### src/rtl/bilinear_coord_gen.sv
`timescale 1ns / 1ps
// bilinear_coord_gen: output-raster scanner for the bilinear scaler.
// Walks every destination pixel of a frame. For each one it emits the clamped top-left
// source coordinate (src_x_o, src_y_o) and the four fixed-point interpolation weights.
//
// Ports:
//   clk_i, rst_i                clock, asynchronous active-high reset
//   start_i                     frame start pulse, honoured only in idle
//   src_w_i, src_h_i            source dimensions (>= 1), latched at start
//   dst_w_i, dst_h_i            destination dimensions, latched at start
//   step_x_i, step_y_i          source step per destination pixel (H fractional bits)
//   busy_o, done_o              frame in progress / one-cycle completion pulse
//   tvalid_o, tready_i          beat handshake
//   src_x_o, src_y_o            clamped x0, y0
//   weight00_o .. weight11_o    interpolation weights, FIX_WIDTH bits
//   tuser_o, tlast_o            first beat of frame / last beat of row
module bilinear_coord_gen #(
  parameter int unsigned COORD_WIDTH = 12,
  parameter int unsigned FIX_WIDTH   = 12
) (
  input  logic                               clk_i,
  input  logic                               rst_i,
  input  logic                               start_i,
  input  logic [COORD_WIDTH-1:0]             src_w_i,
  input  logic [COORD_WIDTH-1:0]             src_h_i,
  input  logic [COORD_WIDTH-1:0]             dst_w_i,
  input  logic [COORD_WIDTH-1:0]             dst_h_i,
  input  logic [COORD_WIDTH+FIX_WIDTH/2-1:0] step_x_i,
  input  logic [COORD_WIDTH+FIX_WIDTH/2-1:0] step_y_i,
  output logic                               busy_o,
  output logic                               done_o,
  output logic                               tvalid_o,
  input  logic                               tready_i,
  output logic [COORD_WIDTH-1:0]             src_x_o,
  output logic [COORD_WIDTH-1:0]             src_y_o,
  output logic [FIX_WIDTH-1:0]               weight00_o,
  output logic [FIX_WIDTH-1:0]               weight01_o,
  output logic [FIX_WIDTH-1:0]               weight10_o,
  output logic [FIX_WIDTH-1:0]               weight11_o,
  output logic                               tuser_o,
  output logic                               tlast_o
);

  localparam int unsigned H     = FIX_WIDTH / 2;
  localparam int unsigned StepW = COORD_WIDTH + H;
  localparam int unsigned AccW  = COORD_WIDTH + H + 1;

  localparam logic [COORD_WIDTH-1:0] CoordOne = {{(COORD_WIDTH-1){1'b0}}, 1'b1};
  localparam logic [H:0]             OneH     = {1'b1, {H{1'b0}}};

  typedef enum logic [1:0] {StIdle, StLoad, StRun, StDone} state_e;

  state_e state_q, state_d;

  // Frame parameters latched at start
  logic [COORD_WIDTH-1:0] src_w_q, src_h_q, dst_w_q, dst_h_q;
  logic [StepW-1:0]       step_x_q, step_y_q;

  // Generator position: describes the next beat to be loaded into the output register
  logic [COORD_WIDTH-1:0] dx_q, dy_q;
  logic [AccW-1:0]        acc_x_q, acc_y_q;
  logic                   gen_pend_q;

  // Output register
  logic                   tvalid_q, tuser_q, tlast_q, final_q;
  logic [COORD_WIDTH-1:0] src_x_q, src_y_q;
  logic [FIX_WIDTH-1:0]   w00_q, w01_q, w10_q, w11_q;

  // ---------------------------------------------------------------------------------------
  // Coordinate mapping and weights for the generator position
  // ---------------------------------------------------------------------------------------
  logic [COORD_WIDTH:0]   ix, iy;
  logic [COORD_WIDTH-1:0] src_w_m1, src_h_m1, x0, y0;
  logic [H-1:0]           fx, fy;
  logic [H:0]             ax, ay;
  logic [FIX_WIDTH+1:0]   p00, p01, p10, p11;

  function automatic logic [FIX_WIDTH-1:0] sat_w(input logic [FIX_WIDTH+1:0] p);
    // Only 2^FIX_WIDTH (w00 at fx=fy=0) can exceed the range
    return (|p[FIX_WIDTH+1:FIX_WIDTH]) ? {FIX_WIDTH{1'b1}} : p[FIX_WIDTH-1:0];
  endfunction

  always_comb begin
    src_w_m1 = src_w_q - CoordOne;
    src_h_m1 = src_h_q - CoordOne;
    ix       = acc_x_q[AccW-1:H];
    iy       = acc_y_q[AccW-1:H];
    x0       = ix[COORD_WIDTH-1:0];
    y0       = iy[COORD_WIDTH-1:0];
    fx       = acc_x_q[H-1:0];
    fy       = acc_y_q[H-1:0];
    // Past the right/bottom edge: pin to the last pixel with no fractional part
    if (ix > {1'b0, src_w_m1}) begin
      x0 = src_w_m1;
      fx = '0;
    end
    if (iy > {1'b0, src_h_m1}) begin
      y0 = src_h_m1;
      fy = '0;
    end
    ax  = OneH - {1'b0, fx};
    ay  = OneH - {1'b0, fy};
    p00 = {{(H+1){1'b0}}, ax} * {{(H+1){1'b0}}, ay};
    p01 = {{(H+2){1'b0}}, fx} * {{(H+1){1'b0}}, ay};
    p10 = {{(H+1){1'b0}}, ax} * {{(H+2){1'b0}}, fy};
    p11 = {{(H+2){1'b0}}, fx} * {{(H+2){1'b0}}, fy};
  end

  // ---------------------------------------------------------------------------------------
  // Handshake and position flags
  // ---------------------------------------------------------------------------------------
  logic load, accept, first_beat, row_end, frame_end, zero_size;

  always_comb begin
    accept     = tvalid_q & tready_i;
    load       = (state_q == StRun) & gen_pend_q & (~tvalid_q | tready_i);
    first_beat = (dx_q == '0) & (dy_q == '0);
    row_end    = (dx_q == dst_w_q - CoordOne);
    frame_end  = row_end & (dy_q == dst_h_q - CoordOne);
    zero_size  = (dst_w_q == '0) | (dst_h_q == '0);
  end

  // ---------------------------------------------------------------------------------------
  // FSM
  // ---------------------------------------------------------------------------------------
  always_ff @(posedge clk_i or posedge rst_i) begin
    if (rst_i) begin
      state_q <= StIdle;
    end else begin
      state_q <= state_d;
    end
  end

  always_comb begin
    state_d = state_q;
    unique case (state_q)
      StIdle: if (start_i) state_d = StLoad;
      StLoad: state_d = zero_size ? StDone : StRun;
      StRun:  if (accept && final_q) state_d = StDone;
      StDone: state_d = StIdle;
      default: state_d = StIdle;
    endcase
  end

  // ---------------------------------------------------------------------------------------
  // Parameter latch and generator
  // ---------------------------------------------------------------------------------------
  always_ff @(posedge clk_i or posedge rst_i) begin
    if (rst_i) begin
      src_w_q    <= '0;
      src_h_q    <= '0;
      dst_w_q    <= '0;
      dst_h_q    <= '0;
      step_x_q   <= '0;
      step_y_q   <= '0;
      dx_q       <= '0;
      dy_q       <= '0;
      acc_x_q    <= '0;
      acc_y_q    <= '0;
      gen_pend_q <= 1'b0;
    end else begin
      if (state_q == StIdle && start_i) begin
        src_w_q  <= src_w_i;
        src_h_q  <= src_h_i;
        dst_w_q  <= dst_w_i;
        dst_h_q  <= dst_h_i;
        step_x_q <= step_x_i;
        step_y_q <= step_y_i;
      end
      if (state_q == StLoad) begin
        dx_q       <= '0;
        dy_q       <= '0;
        acc_x_q    <= '0;
        acc_y_q    <= '0;
        gen_pend_q <= ~zero_size;
      end else if (load) begin
        if (row_end) begin
          dx_q    <= '0;
          dy_q    <= dy_q + CoordOne;
          acc_x_q <= '0;
          acc_y_q <= acc_y_q + {1'b0, step_y_q};
        end else begin
          dx_q    <= dx_q + CoordOne;
          acc_x_q <= acc_x_q + {1'b0, step_x_q};
        end
        if (frame_end) gen_pend_q <= 1'b0;
      end
    end
  end

  // ---------------------------------------------------------------------------------------
  // Output register: holds while stalled, reloads on a free slot
  // ---------------------------------------------------------------------------------------
  always_ff @(posedge clk_i or posedge rst_i) begin
    if (rst_i) begin
      tvalid_q <= 1'b0;
      tuser_q  <= 1'b0;
      tlast_q  <= 1'b0;
      final_q  <= 1'b0;
      src_x_q  <= '0;
      src_y_q  <= '0;
      w00_q    <= '0;
      w01_q    <= '0;
      w10_q    <= '0;
      w11_q    <= '0;
    end else if (load) begin
      tvalid_q <= 1'b1;
      tuser_q  <= first_beat;
      tlast_q  <= row_end;
      final_q  <= frame_end;
      src_x_q  <= x0;
      src_y_q  <= y0;
      w00_q    <= sat_w(p00);
      w01_q    <= sat_w(p01);
      w10_q    <= sat_w(p10);
      w11_q    <= sat_w(p11);
    end else if (accept) begin
      tvalid_q <= 1'b0;
      final_q  <= 1'b0;
    end
  end

  always_comb begin
    busy_o     = (state_q != StIdle);
    done_o     = (state_q == StDone);
    tvalid_o   = tvalid_q;
    tuser_o    = tuser_q;
    tlast_o    = tlast_q;
    src_x_o    = src_x_q;
    src_y_o    = src_y_q;
    weight00_o = w00_q;
    weight01_o = w01_q;
    weight10_o = w10_q;
    weight11_o = w11_q;
  end

endmodule

### config.mk
export PLATFORM = sky130hd
export DESIGN_NAME = bilinear_coord_gen
export DESIGN_NICKNAME = d
export VERILOG_FILES = /design/src/rtl/bilinear_coord_gen.sv
export SDC_FILE = /design/constraint.sdc
export NUM_CORES = 1
export LEC_CHECK = 0
export ABC_AREA = 0
export BUFFER_PORTS_ARGS = -buffer_cell sky130_fd_sc_hd__buf_4
export CAP_MARGIN = 20
export CORE_AREA = 2 2 181 183
export CTS_BUF_LIST = sky130_fd_sc_hd__clkbuf_4
export CTS_CLUSTER_DIAMETER = 40
export DETAILED_ROUTE_END_ITERATION = 8
export DIE_AREA = 0 0 183 185
export PLACE_DENSITY = 0.87
export SLEW_MARGIN = 40
export SYNTH_ARGS = -nofsm -noshare
export SYNTH_HDL_FRONTEND = slang
export SYNTH_SLANG_ARGS = --single-unit
### constraint.sdc
create_clock -name clk_i -period 7.2 [get_ports clk_i]
set_input_delay 0.36 -clock clk_i [delete_from_list [all_inputs] [get_ports clk_i]]
set_output_delay 0.36 -clock clk_i [all_outputs]
set_load 0.03 [all_outputs]
==> results by group <==
Yosys
  – Synth async-reset ratio: 1.000
  – Register bit total from synthesis: roughly 230
  – Distinct cells, synth: between 70 and 80
  – Yosys warning count: 0
  – Largest cells by area after synthesis: dfrtp_1, ha_1, fa_1
  – Post-synth top flop: dfrtp_1
  – Yosys top cell by area: dfrtp_1
  – Synth Area per Inst: approximately 9.4 sq um
  – Synth Instances: 1,838
  – Post-synth EDFFs: 0
  – Most common cell in the netlist: nor2_1
  – Sequential fraction of the synthesis area: 0.3262
  – Post-Syn Area: approximately 17,000 sq um
  – Mapped Nets: between 2,000 and 2,500
  – Area fraction of the dominant cell type after synthesis: 0.3262
  – Top cells by count, synth: nor2_1, dfrtp_1, nand2_1

Die
  – IO Count: 165
  – Row count: 66
  – Die width: around 180 um
  – Core ar.: between 30,000 and 40,000 sq um
  – Die footprint: between 30,000 and 40,000 sq um
  – Die Span Y: 185 um
  – Starting Density: 0.5388

Detailed routing
  – 1st-pass router iterations: 8
  – Antenna Nets Post-Route: 0
  – Final wirelength: between 40,000 and 50,000 um
  – Routed vias/inst: 5.854
  – 1st-iter DRT viols: between 1,000 and 1,500
  – DRC viols: 0
  – Routed WL per cell: 18.51 um
  – Vias after detailed routing: ~15,000

Worst setup path
  – Reg2Reg Setup Slack: about 0.076 ns
  – Worst stage delay on the critical path: around 0.55 ns
  – Worst EP required: between 7 and 8 ns
  – Cell mode on critical path: fa_1
  – Crit path launch: src_h_q[3]
  – R2R depth: 32
  – CP endpoint kind: register
  – Crit path max-delay cell type: fa_1
  – Worst Setup EP: weight00_o[4]
  – Crit path DAT: 7.72 ns
  – CP max FO: 6
  – Startpoint types: register
  – Worst reg2reg endpoint: weight00_o[4]
  – Crit path kind: reg -> reg
  – FF-to-FF Start: src_h_q[3]

Placed design
  – Port bufs: 164
  – GP Congestion: approximately 0.97
  – Hpwl dp: 32,560 um

Pwr
  – Power density cells: between 300 and 400 nW/um^2
  – Pwr Total: ~0.0071 W
  – Leakage dissipation: a little over 10 nW
  – Peak supply drop: roughly 0.00027 V

Global route
  – Initial antenna violation count: 1
  – Vias in the first global route: between 15,000 and 20,000
  – Largest net degree at the start of global routing: 110
  – First-pass GRT wire length: ~76,000 um
  – Gr ovfl total: 0
  – Gr usage total: 0.2806

STA
  – Max Slew Vio Count: 0
  – Final Critical Period: approximately 7 ns
  – Final Hold Fails: 0
  – Final Cycle Share: 0.9894
  – Clock Skews: between 0.07 and 0.08 ns
  – Max Fclk: 140.4 MHz
  – Unrepaired setup endpoints after global routing: yes
  – Setup violators final: 0
  – Slew headroom: 0.4743
  – Setup TNS Final: 0 ns
  – Slew @ Worst Pin: about 0.79 ns

Cells and area
  – Synth-to-layout area growth: 24.03%
  – Layout net count: 2,493
  – Register area: ~5600 sq um
  – Area of the multi-input gates: about 11,000 sq um
  – Fill count: between 2,000 and 2,500
  – Share of cells above drive strength 1: 0.2328

Flow run
  – Max_cap viols: 0

CTS
  – Worst-path clk slew: about 0.08 ns
  – Root Buffer: clkbuf_4
  – Clock latency on the worst-skew pair: about 0.74 ns
  – Clock tree buffer depth: 3
  – Sink Count: around 230
  – Num CTS Buffers: 66
  – CTS tree: yes
  – H-Tree Depth: 3

Run status
  – Outcome: finished, final reports clean

Min path
  – Hold Path Class: in -> reg
-- routing by layer --
layer / vias up / wire length [um] / share of wire / global-route usage
met5: - / 0 / 0 / 0
met3: 182 / 3521 / 0.073 / 0.06154
li1: 6976 / - / - / -
met1: 7319 / 18260 / 0.38 / 0.3204
met4: 0 / 2271 / 0.047 / 0.1437
met2: 715 / 23980 / 0.50 / 0.4959
-- through the flow --
| stage | utilization | hold slack (ns) | cell area, sq um | worst slack [ns] | std cells |
|---|---|---|---|---|---|
| finish | 0.6683 | 0.1520 | 21410 | 0.07631 | 2595 |
| global route | 0.6683 | 0.1330 | 21410 | -0.2490 | 2595 |
| CTS | 0.6480 | 0.09941 | 20760 | 0.002631 | 2570 |
| detailed placement | 0.5976 | 0.4685 | 19150 | -0.1304 | 2380 |
| global placement | 0.5970 | 0.4650 | 19130 | 0.1267 | 2380 |
| floorplan | - | 0.4862 | 17380 | 0.0003384 | 1838 |
-- placed cells by master (no fill, tap or decap), types with 8 or more instances in the layout --
cell / netlist / routed
fa_1: 85 / 85
nand4_1: 15 / 15
a211oi_1: 15 / 13
nor3_1: 39 / 36
mux2i_1: 11 / 11
a22o_1: 19 / 17
mux2_2: 85 / 85
nand2_1: 174 / 165
dlygate4sd3_1: 0 / 86
and3_1: 15 / 15
ha_4: 0 / 11
o21a_1: 8 / 8
a21oi_1: 92 / 83
a21o_1: 28 / 28
nor2_1: 240 / 232
nor2b_1: 9 / 9
nand3_1: 25 / 22
or3_1: 12 / 12
xnor2_1: 71 / 66
clkbuf_4: 0 / 85
dfrtp_1: 225 / 223
and2_1: 31 / 26
buf_4: 1 / 215
xor2_1: 59 / 55
clkinv_1: 2 / 14
ha_1: 169 / 156
o21bai_1: 9 / 9
o21ai_0: 63 / 59
inv_1: 137 / 132
a31oi_1: 33 / 30
-- critical path, delay by kind of cell, from the launching register on --
kind / cells / cell delay [ns]
xor+xnor: 2 / 0.25
flops: 1 / 0.48
fa+ha+maj: 7 / 2.80
simple gates: 9 / 1.49
compound gates: 8 / 1.65
buf+inv: 6 / 0.35
-- logic make-up after synthesis --
logic type / after synthesis / share of synthesized area
DFF: 225 / 0.3262
and+or+nand+nor: 609 / 0.1597
muxes: 96 / 0.06183
buffers and inverters: 204 / 0.04537
AOI/OAI and AO/OA: 320 / 0.1200
adders and majority gates: 254 / 0.2211
xor gates and xnor gates: 130 / 0.06596
-- worst min path at each step --
stage,from,to,slack [ns],depth (start not counted)
detailed placement,weight11_o[3],weight11_o[3],0.47,2
floorplan,step_x_q[0],step_x_q[0],0.49,1
global placement,weight11_o[0],weight11_o[0],0.46,2
finish,start_i,state_q[1],0.15,4
global route,start_i,state_q[1],0.13,3
CTS,start_i,state_q[1],0.1,4
-- flip-flops by register name, summed over array words and instances (netlist names), 12 cells and up --
register,count
acc_x_q,19
acc_y_q,19
dst_h_q,12
dst_w_q,12
dx_q,12
dy_q,12
src_h_q,12
src_w_q,12
src_x_o,12
src_y_o,12
step_x_q,18
step_y_q,18
weight00_o,12
weight01_o,12
weight10_o,12
weight11_o,12
-- area by class of cell --
class / instances / share of cell area
sequential: 225 / 0.2631
clock inverter: 18 / 0.003681
antenna: 1 / 0.0001169
inverter: 139 / 0.02530
multi-input combinational: 1410 / 0.5343
timing repair buffer: 309 / 0.1199
tap: 408 / 0.02384
clock buffer: 85 / 0.02980
-- where the power goes --
part / internal [W] / switching [W] / leakage, nW
sequential: 0.00169 / 0.000467 / 2.83
combinational: 0.00159 / 0.00220 / 7.11
clock: 0.000545 / 0.000578 / 0.418
-- what timing repair did --
item / in CTS / in global routing
resized for setup: 8 / 98
hold endpoints to repair: 192 / 0
hold buffers: 86 / 0
pin swaps: 0 / 64
buffers inserted: 1 / 20
cloned: 0 / 4
endpoints found under the setup margin: 32 / 36
Power figures use the tool's default switching activity.
